[config.mk]
export PLATFORM = sky130hd
export DESIGN_NAME = mc_control
export DESIGN_NICKNAME = d
export VERILOG_FILES = /design/src/rtl/mc_ctrl_pkg.sv /design/src/rtl/mc_alu_decode.sv /design/src/rtl/mc_control.sv
export SDC_FILE = /design/constraint.sdc
export NUM_CORES = 1
export LEC_CHECK = 0
export CAP_MARGIN = 40
export CORE_MARGIN = 3
export CORE_UTILIZATION = 35
export CTS_BUF_LIST = sky130_fd_sc_hd__clkbuf_16
export DETAILED_ROUTE_END_ITERATION = 8
export PLACE_DENSITY_LB_ADDON = 0.1
export SETUP_SLACK_MARGIN = 0.1
export SKIP_LAST_GASP = 1
export SLEW_MARGIN = 20
export SYNTH_ARGS = -nofsm -noshare
export SYNTH_HDL_FRONTEND = slang
export SYNTH_SLANG_ARGS = --single-unit
[constraint.sdc]
create_clock -name clk -period 2.11 [get_ports clk]
set_input_delay 0.422 -clock clk [delete_from_list [all_inputs] [get_ports clk]]
set_output_delay 0.422 -clock clk [all_outputs]
set_load 0.005 [all_outputs]
[src/rtl/mc_ctrl_pkg.sv]
// Shared encodings for the multi-cycle MIPS control unit: FSM state codes,
// datapath select encodings, opcode/funct constants and ALU operation codes.
package mc_ctrl_pkg;

  typedef enum logic [3:0] {
    ST_FETCH     = 4'd0,
    ST_DECODE    = 4'd1,
    ST_MEM_ADDR  = 4'd2,
    ST_MEM_READ  = 4'd3,
    ST_MEM_WB    = 4'd4,
    ST_MEM_WRITE = 4'd5,
    ST_EXEC_R    = 4'd6,
    ST_ALU_WB    = 4'd7,
    ST_EXEC_I    = 4'd8,
    ST_BRANCH    = 4'd9,
    ST_JUMP      = 4'd10
  } state_t;

  // PC source select
  localparam logic [1:0] PC_SRC_ALU    = 2'd0;
  localparam logic [1:0] PC_SRC_ALUOUT = 2'd1;
  localparam logic [1:0] PC_SRC_JUMP   = 2'd2;

  // ALU A operand select
  localparam logic [1:0] A_SEL_PC = 2'd0;
  localparam logic [1:0] A_SEL_RS = 2'd1;
  localparam logic [1:0] A_SEL_RT = 2'd2;

  // ALU B operand select
  localparam logic [1:0] B_SEL_RT      = 2'd0;
  localparam logic [1:0] B_SEL_FOUR    = 2'd1;
  localparam logic [1:0] B_SEL_IMM     = 2'd2;
  localparam logic [1:0] B_SEL_IMM_SH2 = 2'd3;

  // Extender modes
  localparam logic [1:0] EXT_ZERO  = 2'b00;
  localparam logic [1:0] EXT_SIGN  = 2'b01;
  localparam logic [1:0] EXT_SHAMT = 2'b10;

  // Opcodes
  localparam logic [5:0] OP_RTYPE = 6'b000000;
  localparam logic [5:0] OP_LW    = 6'b100011;
  localparam logic [5:0] OP_SW    = 6'b101011;
  localparam logic [5:0] OP_ADDIU = 6'b001001;
  localparam logic [5:0] OP_ORI   = 6'b001101;
  localparam logic [5:0] OP_SLTI  = 6'b001010;
  localparam logic [5:0] OP_BEQ   = 6'b000100;
  localparam logic [5:0] OP_J     = 6'b000010;

  // R-type funct codes
  localparam logic [5:0] FN_ADD  = 6'b100000;
  localparam logic [5:0] FN_ADDU = 6'b100001;
  localparam logic [5:0] FN_SUB  = 6'b100010;
  localparam logic [5:0] FN_SUBU = 6'b100011;
  localparam logic [5:0] FN_AND  = 6'b100100;
  localparam logic [5:0] FN_OR   = 6'b100101;
  localparam logic [5:0] FN_SLT  = 6'b101010;
  localparam logic [5:0] FN_SRA  = 6'b000011;

  // ALU operation codes
  localparam logic [2:0] ALU_ADD = 3'b000;
  localparam logic [2:0] ALU_SUB = 3'b001;
  localparam logic [2:0] ALU_OR  = 3'b010;
  localparam logic [2:0] ALU_AND = 3'b011;
  localparam logic [2:0] ALU_SLT = 3'b100;
  localparam logic [2:0] ALU_SRA = 3'b101;

endpackage

[src/rtl/mc_alu_decode.sv]
// Combinational instruction classifier: picks the ALU operation and extender
// mode used in the execute step, flags sra (which takes its A operand from rt)
// and reports whether the opcode/funct pair is supported at all.
module mc_alu_decode
  import mc_ctrl_pkg::*;
(
  input  logic [5:0] opcode,
  input  logic [5:0] funct,
  output logic [2:0] alu_ctr,
  output logic [1:0] ext_op,
  output logic       a_is_rt,
  output logic       legal
);

  // Opcode/funct lookup; memory, branch and jump opcodes keep the add/sign-ext defaults
  always_comb begin
    alu_ctr = ALU_ADD;
    ext_op  = EXT_SIGN;
    a_is_rt = 1'b0;
    legal   = 1'b1;
    case (opcode)
      OP_RTYPE: begin
        case (funct)
          FN_ADD, FN_ADDU: alu_ctr = ALU_ADD;
          FN_SUB, FN_SUBU: alu_ctr = ALU_SUB;
          FN_AND:          alu_ctr = ALU_AND;
          FN_OR:           alu_ctr = ALU_OR;
          FN_SLT:          alu_ctr = ALU_SLT;
          FN_SRA: begin
            alu_ctr = ALU_SRA;
            ext_op  = EXT_SHAMT;
            a_is_rt = 1'b1;
          end
          default:         legal = 1'b0;
        endcase
      end
      OP_ADDIU: alu_ctr = ALU_ADD;
      OP_ORI: begin
        alu_ctr = ALU_OR;
        ext_op  = EXT_ZERO;
      end
      OP_SLTI: alu_ctr = ALU_SLT;
      OP_LW, OP_SW, OP_BEQ, OP_J: alu_ctr = ALU_ADD;
      default: legal = 1'b0;
    endcase
  end

endmodule

[src/rtl/mc_control.sv]
// Multi-cycle MIPS control FSM. Steps each instruction through fetch, decode,
// execute and memory/write-back states, stalling on the memory ready handshake.
// All write strobes are masked while reset is held so an aborted instruction
// cannot write anything.
module mc_control
  import mc_ctrl_pkg::*;
(
  input  logic       clk,
  input  logic       rst_n,
  input  logic [5:0] opcode,
  input  logic [5:0] funct,
  input  logic       zero,
  input  logic       mem_ready,
  output logic       pc_we,
  output logic [1:0] pc_src,
  output logic       ir_we,
  output logic       mem_rd,
  output logic       mem_we,
  output logic       iord,
  output logic       reg_we,
  output logic       reg_dst,
  output logic       mem_to_reg,
  output logic [1:0] alu_a_sel,
  output logic [1:0] alu_b_sel,
  output logic [1:0] ext_op,
  output logic [2:0] ALUctr,
  output logic       instr_done,
  output logic       illegal,
  output logic [3:0] state
);

  // Kept as a raw 4-bit vector so unused codes 11..15 are representable and recover to FETCH
  logic [3:0] state_reg;
  logic [3:0] state_next;

  logic [2:0] dec_alu_ctr;
  logic [1:0] dec_ext_op;
  logic       dec_a_is_rt;
  logic       dec_legal;

  mc_alu_decode u_alu_decode (
    .opcode  (opcode),
    .funct   (funct),
    .alu_ctr (dec_alu_ctr),
    .ext_op  (dec_ext_op),
    .a_is_rt (dec_a_is_rt),
    .legal   (dec_legal)
  );

  // State register
  always_ff @(posedge clk or negedge rst_n) begin
    if (!rst_n) state_reg <= ST_FETCH;
    else        state_reg <= state_next;
  end

  assign state = state_reg;

  // Next-state and output decode; strobes forced low while reset is asserted
  always_comb begin
    state_next = state_reg;
    pc_we      = 1'b0;
    pc_src     = PC_SRC_ALU;
    ir_we      = 1'b0;
    mem_rd     = 1'b0;
    mem_we     = 1'b0;
    iord       = 1'b0;
    reg_we     = 1'b0;
    reg_dst    = 1'b0;
    mem_to_reg = 1'b0;
    alu_a_sel  = A_SEL_PC;
    alu_b_sel  = B_SEL_RT;
    ext_op     = EXT_SIGN;
    ALUctr     = ALU_ADD;
    instr_done = 1'b0;
    illegal    = 1'b0;

    case (state_reg)
      ST_FETCH: begin
        mem_rd    = 1'b1;
        alu_b_sel = B_SEL_FOUR;
        if (mem_ready) begin
          ir_we      = 1'b1;
          pc_we      = 1'b1;
          state_next = ST_DECODE;
        end
      end
      ST_DECODE: begin
        // Branch target PC + (imm<<2) is computed speculatively into ALUOut
        alu_b_sel = B_SEL_IMM_SH2;
        if (!dec_legal) begin
          illegal    = 1'b1;
          state_next = ST_FETCH;
        end else begin
          case (opcode)
            OP_RTYPE:                  state_next = ST_EXEC_R;
            OP_LW, OP_SW:              state_next = ST_MEM_ADDR;
            OP_ADDIU, OP_ORI, OP_SLTI: state_next = ST_EXEC_I;
            OP_BEQ:                    state_next = ST_BRANCH;
            OP_J:                      state_next = ST_JUMP;
            default:                   state_next = ST_FETCH;
          endcase
        end
      end
      ST_MEM_ADDR: begin
        alu_a_sel  = A_SEL_RS;
        alu_b_sel  = B_SEL_IMM;
        state_next = (opcode == OP_LW) ? ST_MEM_READ : ST_MEM_WRITE;
      end
      ST_MEM_READ: begin
        mem_rd = 1'b1;
        iord   = 1'b1;
        if (mem_ready) state_next = ST_MEM_WB;
      end
      ST_MEM_WB: begin
        reg_we     = 1'b1;
        mem_to_reg = 1'b1;
        instr_done = 1'b1;
        state_next = ST_FETCH;
      end
      ST_MEM_WRITE: begin
        iord = 1'b1;
        if (mem_ready) begin
          mem_we     = 1'b1;
          instr_done = 1'b1;
          state_next = ST_FETCH;
        end
      end
      ST_EXEC_R: begin
        // sra shifts rt by the zero-extended shamt field instead of rs op rt
        alu_a_sel  = dec_a_is_rt ? A_SEL_RT : A_SEL_RS;
        alu_b_sel  = dec_a_is_rt ? B_SEL_IMM : B_SEL_RT;
        ext_op     = dec_ext_op;
        ALUctr     = dec_alu_ctr;
        state_next = ST_ALU_WB;
      end
      ST_EXEC_I: begin
        alu_a_sel  = A_SEL_RS;
        alu_b_sel  = B_SEL_IMM;
        ext_op     = dec_ext_op;
        ALUctr     = dec_alu_ctr;
        state_next = ST_ALU_WB;
      end
      ST_ALU_WB: begin
        reg_we     = 1'b1;
        reg_dst    = (opcode == OP_RTYPE);
        instr_done = 1'b1;
        state_next = ST_FETCH;
      end
      ST_BRANCH: begin
        alu_a_sel  = A_SEL_RS;
        alu_b_sel  = B_SEL_RT;
        ALUctr     = ALU_SUB;
        pc_src     = PC_SRC_ALUOUT;
        pc_we      = zero;
        instr_done = 1'b1;
        state_next = ST_FETCH;
      end
      ST_JUMP: begin
        pc_src     = PC_SRC_JUMP;
        pc_we      = 1'b1;
        instr_done = 1'b1;
        state_next = ST_FETCH;
      end
      default: state_next = ST_FETCH;
    endcase

    if (!rst_n) begin
      pc_we      = 1'b0;
      ir_we      = 1'b0;
      mem_rd     = 1'b0;
      mem_we     = 1'b0;
      reg_we     = 1'b0;
      instr_done = 1'b0;
      illegal    = 1'b0;
    end
  end

endmodule

==> summary.md, run 1 <==
| Metric | Value |
|---|---|
| Outcome | `aborted with a tool error` |
| Stop stage | `global routing (5_1_grt)` |
| First error | `[ERROR GRT-0232] Routing congestion too high. Check the congestion heatmap in the GUI.` |
| Total global routing overflow | `20` |
| GRT Overall Usage | `62.7%` |
| Row count | `16` |
| Worst endpoint type | `output port` |
| Average cell area after synthesis | `6.66 um^2` |
| Die Width | `54.6 um` |
| Sequential area share after synthesis | `12.1%` |
| Ys Warns | `0` |
| CTS root buffer | `clkbuf_16` |
| Clock buffer depth | `2` |
| Leading area contributor after synthesis | `dfrtp_1` |
| I/O Pins | `41` |
| Seq cells post-synth | `4` |
| HPWL after DPL | `2640 um` |
| Syn Nets | `140` |
| Gpl congestion | `0.848` |
| Yosys cell types | `44` |
| Initial Util | `39.3%` |
| Synth top area share | `12.1%` |
| Hold buffers post-CTS | `0` |
| Post-Syn Instances | `124` |
| Post-GRT worst EP | `alu_a_sel[0]` |
| Top cells by count, synth | `nor2_1 (14), nand2_1 (12), nor3_1 (11)` |
| Number of synthesized flops with an enable pin | `0` |
| H-tree depth | `1` |
| Cell Area, Synth | `826 um^2` |
| Synth Flop Type | `dfrtp_1` |
| Die H | `54.6 um` |
| IO Port Bufs | `40` |
| Count leader, synth | `nor2_1` |
| CTS sink cnt | `4` |
| TritonCTS Buffers | `3` |
| Largest net degree at the start of global routing | `17` |
| Synth top area cells | `dfrtp_1 (12%), nand2b_1 (6.8%), nor3_1 (6.7%)` |
| Post-synth ARST share | `100%` |
| Dpl ws | `-0.851 ns` |
## routing by layer
metal  global-route usage (%)  GRT overflow
met4                     68.9             9
met1                     61.0             0
met3                     43.6             0
met5                        0             0
met2                     81.7            11
## stage by stage
step	cell area (um^2)	hold WS, ns	TNS, ns	cells
after floorplan	826	0.126	0	124
after global placement	1590	0.595	-7.48	233
after detailed placement	1590	0.592	-8.31	233
after CTS	1950	0.509	-0.184	256
## logic make-up after synthesis
family / synth area share (%)
AND/OR/NAND/NOR: 49.5
AO/OA/AOI/OAI: 28.3
buffers and inverters: 6.36
flip-flops: 12.1
multiplexers: 2.58
XOR/XNOR: 1.06
## what timing repair did
item                                    4_1_cts
pin swaps                                    24
buffers inserted                             20
gates resized for setup                     131
hold endpoints to repair                      0
endpoints found under the setup margin       21
==> run 2, diff against run 1 <==
--- a/config.mk
+++ b/config.mk
@@ -7,11 +7,9 @@
 export LEC_CHECK = 0
 export CAP_MARGIN = 40
 export CORE_MARGIN = 3
-export CORE_UTILIZATION = 35
-export CTS_BUF_LIST = sky130_fd_sc_hd__clkbuf_16
+export CORE_UTILIZATION = 20
 export DETAILED_ROUTE_END_ITERATION = 8
-export PLACE_DENSITY_LB_ADDON = 0.1
-export SETUP_SLACK_MARGIN = 0.1
+export PLACE_DENSITY_LB_ADDON = 0.15
 export SKIP_LAST_GASP = 1
 export SLEW_MARGIN = 20
 export SYNTH_ARGS = -nofsm -noshare
==> run 2 against run 1 <==
Effect of this change: the flow now finishes, with violations (negative setup slack); area after synthesis unchanged; synthesized cell count unchanged.
==> summary.md, run 2 <==
| Metric | Value |
|---|---|
| Sw Pwr | `269 uW` |
| DRC viols | `0` |
| Hold buffers post-CTS | `0 (unchanged)` |
| Leading area contributor after synthesis | `dfrtp_1` |
| Row count | `22 (+6)` |
| Core Util, Final | `49.6%` |
| Total global routing overflow | `0` |
| Post-DR wirelength/cell | `13.4 um` |
| Worst Setup SP | `opcode[1]` |
| Actual slew at the worst max-slew pin | `0.326 ns` |
| Die Width | `70.3 um (+29%)` |
| Number of global-route vias before repair | `1,387` |
| HPWL after DPL | `2770 um (+4.8%)` |
| CTS root buffer | `clkbuf_8` |
| Min cycle time layout | `2.23 ns` |
| Internal power | `476 uW` |
| Number of synthesized flops with an enable pin | `0 (unchanged)` |
| Die area | `4940 um^2` |
| First-pass GRT wire length | `6230 um` |
| Count leader, synth | `nor2_1` |
| Worst-path clk slew | `0.03 ns` |
| Kind of critical path | `in -> out` |
| Post-synth ARST share | `100% (unchanged)` |
| Fmax achieved | `448 MHz` |
| Max FFs per register | `4` |
| Post-Route WL | `3680 um` |
| Leakage | `0.000898 uW` |
| Antenna-violating nets left | `0` |
| H-tree depth | `1 (unchanged)` |
| Pins Over Slew Limit | `0` |
| TritonCTS Buffers | `3 (unchanged)` |
| Sequential area share after synthesis | `12.1% (unchanged)` |
| VDD IR-drop max | `0.128 mV` |
| Fin. Hold Viols | `0` |
| Startpoint Class | `input port` |
| Fraction of layout cells with a size suffix above 1 | `55.5%` |
| CP Max Fanout | `5` |
| Initial DRT Pass Iterations | `4` |
| Cell Area, Synth | `826 um^2 (unchanged)` |
| Post-Layout Cell Count | `275` |
| CTS tree | `yes` |
| Setup TNS Final | `-0.208 ns` |
| Post-Syn Instances | `124 (unchanged)` |
| Ys Warns | `0 (unchanged)` |
| Violated checks | `negative setup slack` |
| Commonest non-fill, non-tap cell in the layout | `buf_4` |
| I/O Pins | `41 (unchanged)` |
| Placed insts | `257 (+10%)` |
| CTS sink cnt | `4 (unchanged)` |
| Maxcap violations | `0` |
| Seq cells post-synth | `4 (unchanged)` |
| Slew Limit Headroom | `78.1%` |
| Synth top area cells | `dfrtp_1 (12%), nand2b_1 (6.8%), nor3_1 (6.7%)` |
| Clock buffer depth | `2 (unchanged)` |
| Worst Setup End Kind | `output port` |
| Fin crit share | `106%` |
| Area Overhead vs Synth | `130%` |
| Hold WC Path Type | `in -> async` |
| Gpl congestion | `0.791 (-6.8%)` |
| Post-DR vias/cell | `4.76` |
| RSZ-0062 raised after global routing | `true` |
| Synth Flop Type | `dfrtp_1` |
| FF-to-FF path depth | `6` |
| Most frequent cells in the layout | `buf_4 (63), nand2_1 (12), nor2_1 (11), dlygate4sd2_1 (11), buf_2 (10)` |
| CP arrival | `1.81 ns` |
| Reg power frac | `14.5%` |
| Average cell area after synthesis | `6.66 um^2 (unchanged)` |
| Die H | `70.3 um (+29%)` |
| IO Port Bufs | `40 (unchanged)` |
| FF-to-FF Start | `state[1]$_DFFE_PN0P_` |
| Initial antenna violation count | `0` |
| Syn Nets | `140 (unchanged)` |
| CORE AREA | `3830 um^2` |
| Nets | `245` |
| Clock power frac | `20.8%` |
| Power density cells | `392 nW/um^2` |
| GRT Overall Usage | `15.0%` |
| Vias after detailed routing | `1,308` |
| Yosys cell types | `44 (unchanged)` |
| Clock Skew | `0.00256 ns` |
| Sw frac | `36.1%` |
| DRT iter0 DRCs | `36` |
| Top cells by count, synth | `nor2_1 (14), nand2_1 (12), nor3_1 (11)` |
| # setup viols final | `3` |
| Worst Path Required | `1.69 ns` |
| Largest net degree at the start of global routing | `17` |
| Final WS setup | `-0.121 ns` |
| Outcome | `complete, but fails checks` |
| Fin Hold WS | `0.440 ns` |
| Synth top area share | `12.1% (unchanged)` |
| Combinational share of power | `64.7%` |
| Clk_lat worst skew | `0.21 ns` |
| ANT cells | `0` |
| Initial Util | `21.6% (-18 points)` |
[run 2: cell counts after synthesis]
Identical to the previous run, type by type.
[run 2: worst paths after layout]
kind,to,slack (ns)
worst max-delay path,illegal,-0.12
worst min-delay path,state[2]$_DFFE_PN0P_,0.44
worst max register to register,state[1]$_DFFE_PN0P_,0.44
worst min register to register,state[0]$_DFFE_PN0P_,0.69
max in group asynchronous,state[0]$_DFFE_PN0P_,1.56
min in group clk,state[3]$_DFFE_PN0P_,0.51
[run 2: timing repair]
item,CTS,global route
pin swaps,19,11
buffers inserted,14,1
endpoints found under the setup margin,18,13
gates resized for setup,99,29
[run 2: final cells by class]
cell class,count,area [um^2]
fillers,371,1930
repair buffers,108,861
multi-input cells,109,823
flip-flops and latches,4,103
well taps,48,60.1
clock buffers,3,41.3
inverters,3,11.3
[run 2: layer usage]
metal | up-vias | global-route usage (%) | wire [um]
met5 | - | 0 | 0
met4 | 0 | 5.11 | 58
met3 | 8 | 2.45 | 158
met2 | 40 | 25.6 | 1840
met1 | 598 | 19.0 | 1630
li1 | 662 | - | -
[run 2: power by group through the flow]
| stage | clock (uW) | sequential (uW) | combinational (uW) |
|---|---|---|---|
| 2_1_floorplan | 0 | 97.2 | 184 |
| 3_3_place_gp | 0 | 106 | 452 |
| 3_5_place_dp | 0 | 106 | 453 |
| 4_1_cts | 160 | 108 | 466 |
| 5_1_grt | 171 | 111 | 530 |
| 6_report | 155 | 108 | 482 |
[run 2: critical path, stage by stage]
cell and delay, ns:
buf_2 0.14, nor2_4 0.05, buf_4 0.13, mux2_2 0.28, a32oi_2 0.21, and2_4 0.18
and3_1 0.17, dlygate4sd2_1 0.24
[run 2: cell families (layout without fill, tap and decap cells)]
| group | Yosys count | count (layout) | share of synthesized area [%] |
|---|---|---|---|
| compound gates | 34 | 34 | 28.3 |
| xor+xnor | 1 | 1 | 1.06 |
| buf+inv | 11 | 114 | 6.36 |
| flops | 4 | 4 | 12.1 |
| mux | 2 | 2 | 2.58 |
| simple gates | 72 | 72 | 49.5 |
[run 2: through the flow]
| stage | worst slack, ns | power, uW | area [um^2] |
|---|---|---|---|
| after floorplan | 0.125 | 281 | 826 |
| after global routing | -0.226 | 812 | 1900 |
| after global placement | -0.734 | 558 | 1640 |
| after detailed placement | -0.747 | 560 | 1640 |
| after CTS | -0.208 | 734 | 1860 |
| final | -0.121 | 745 | 1900 |
Power figures use the tool's default switching activity.
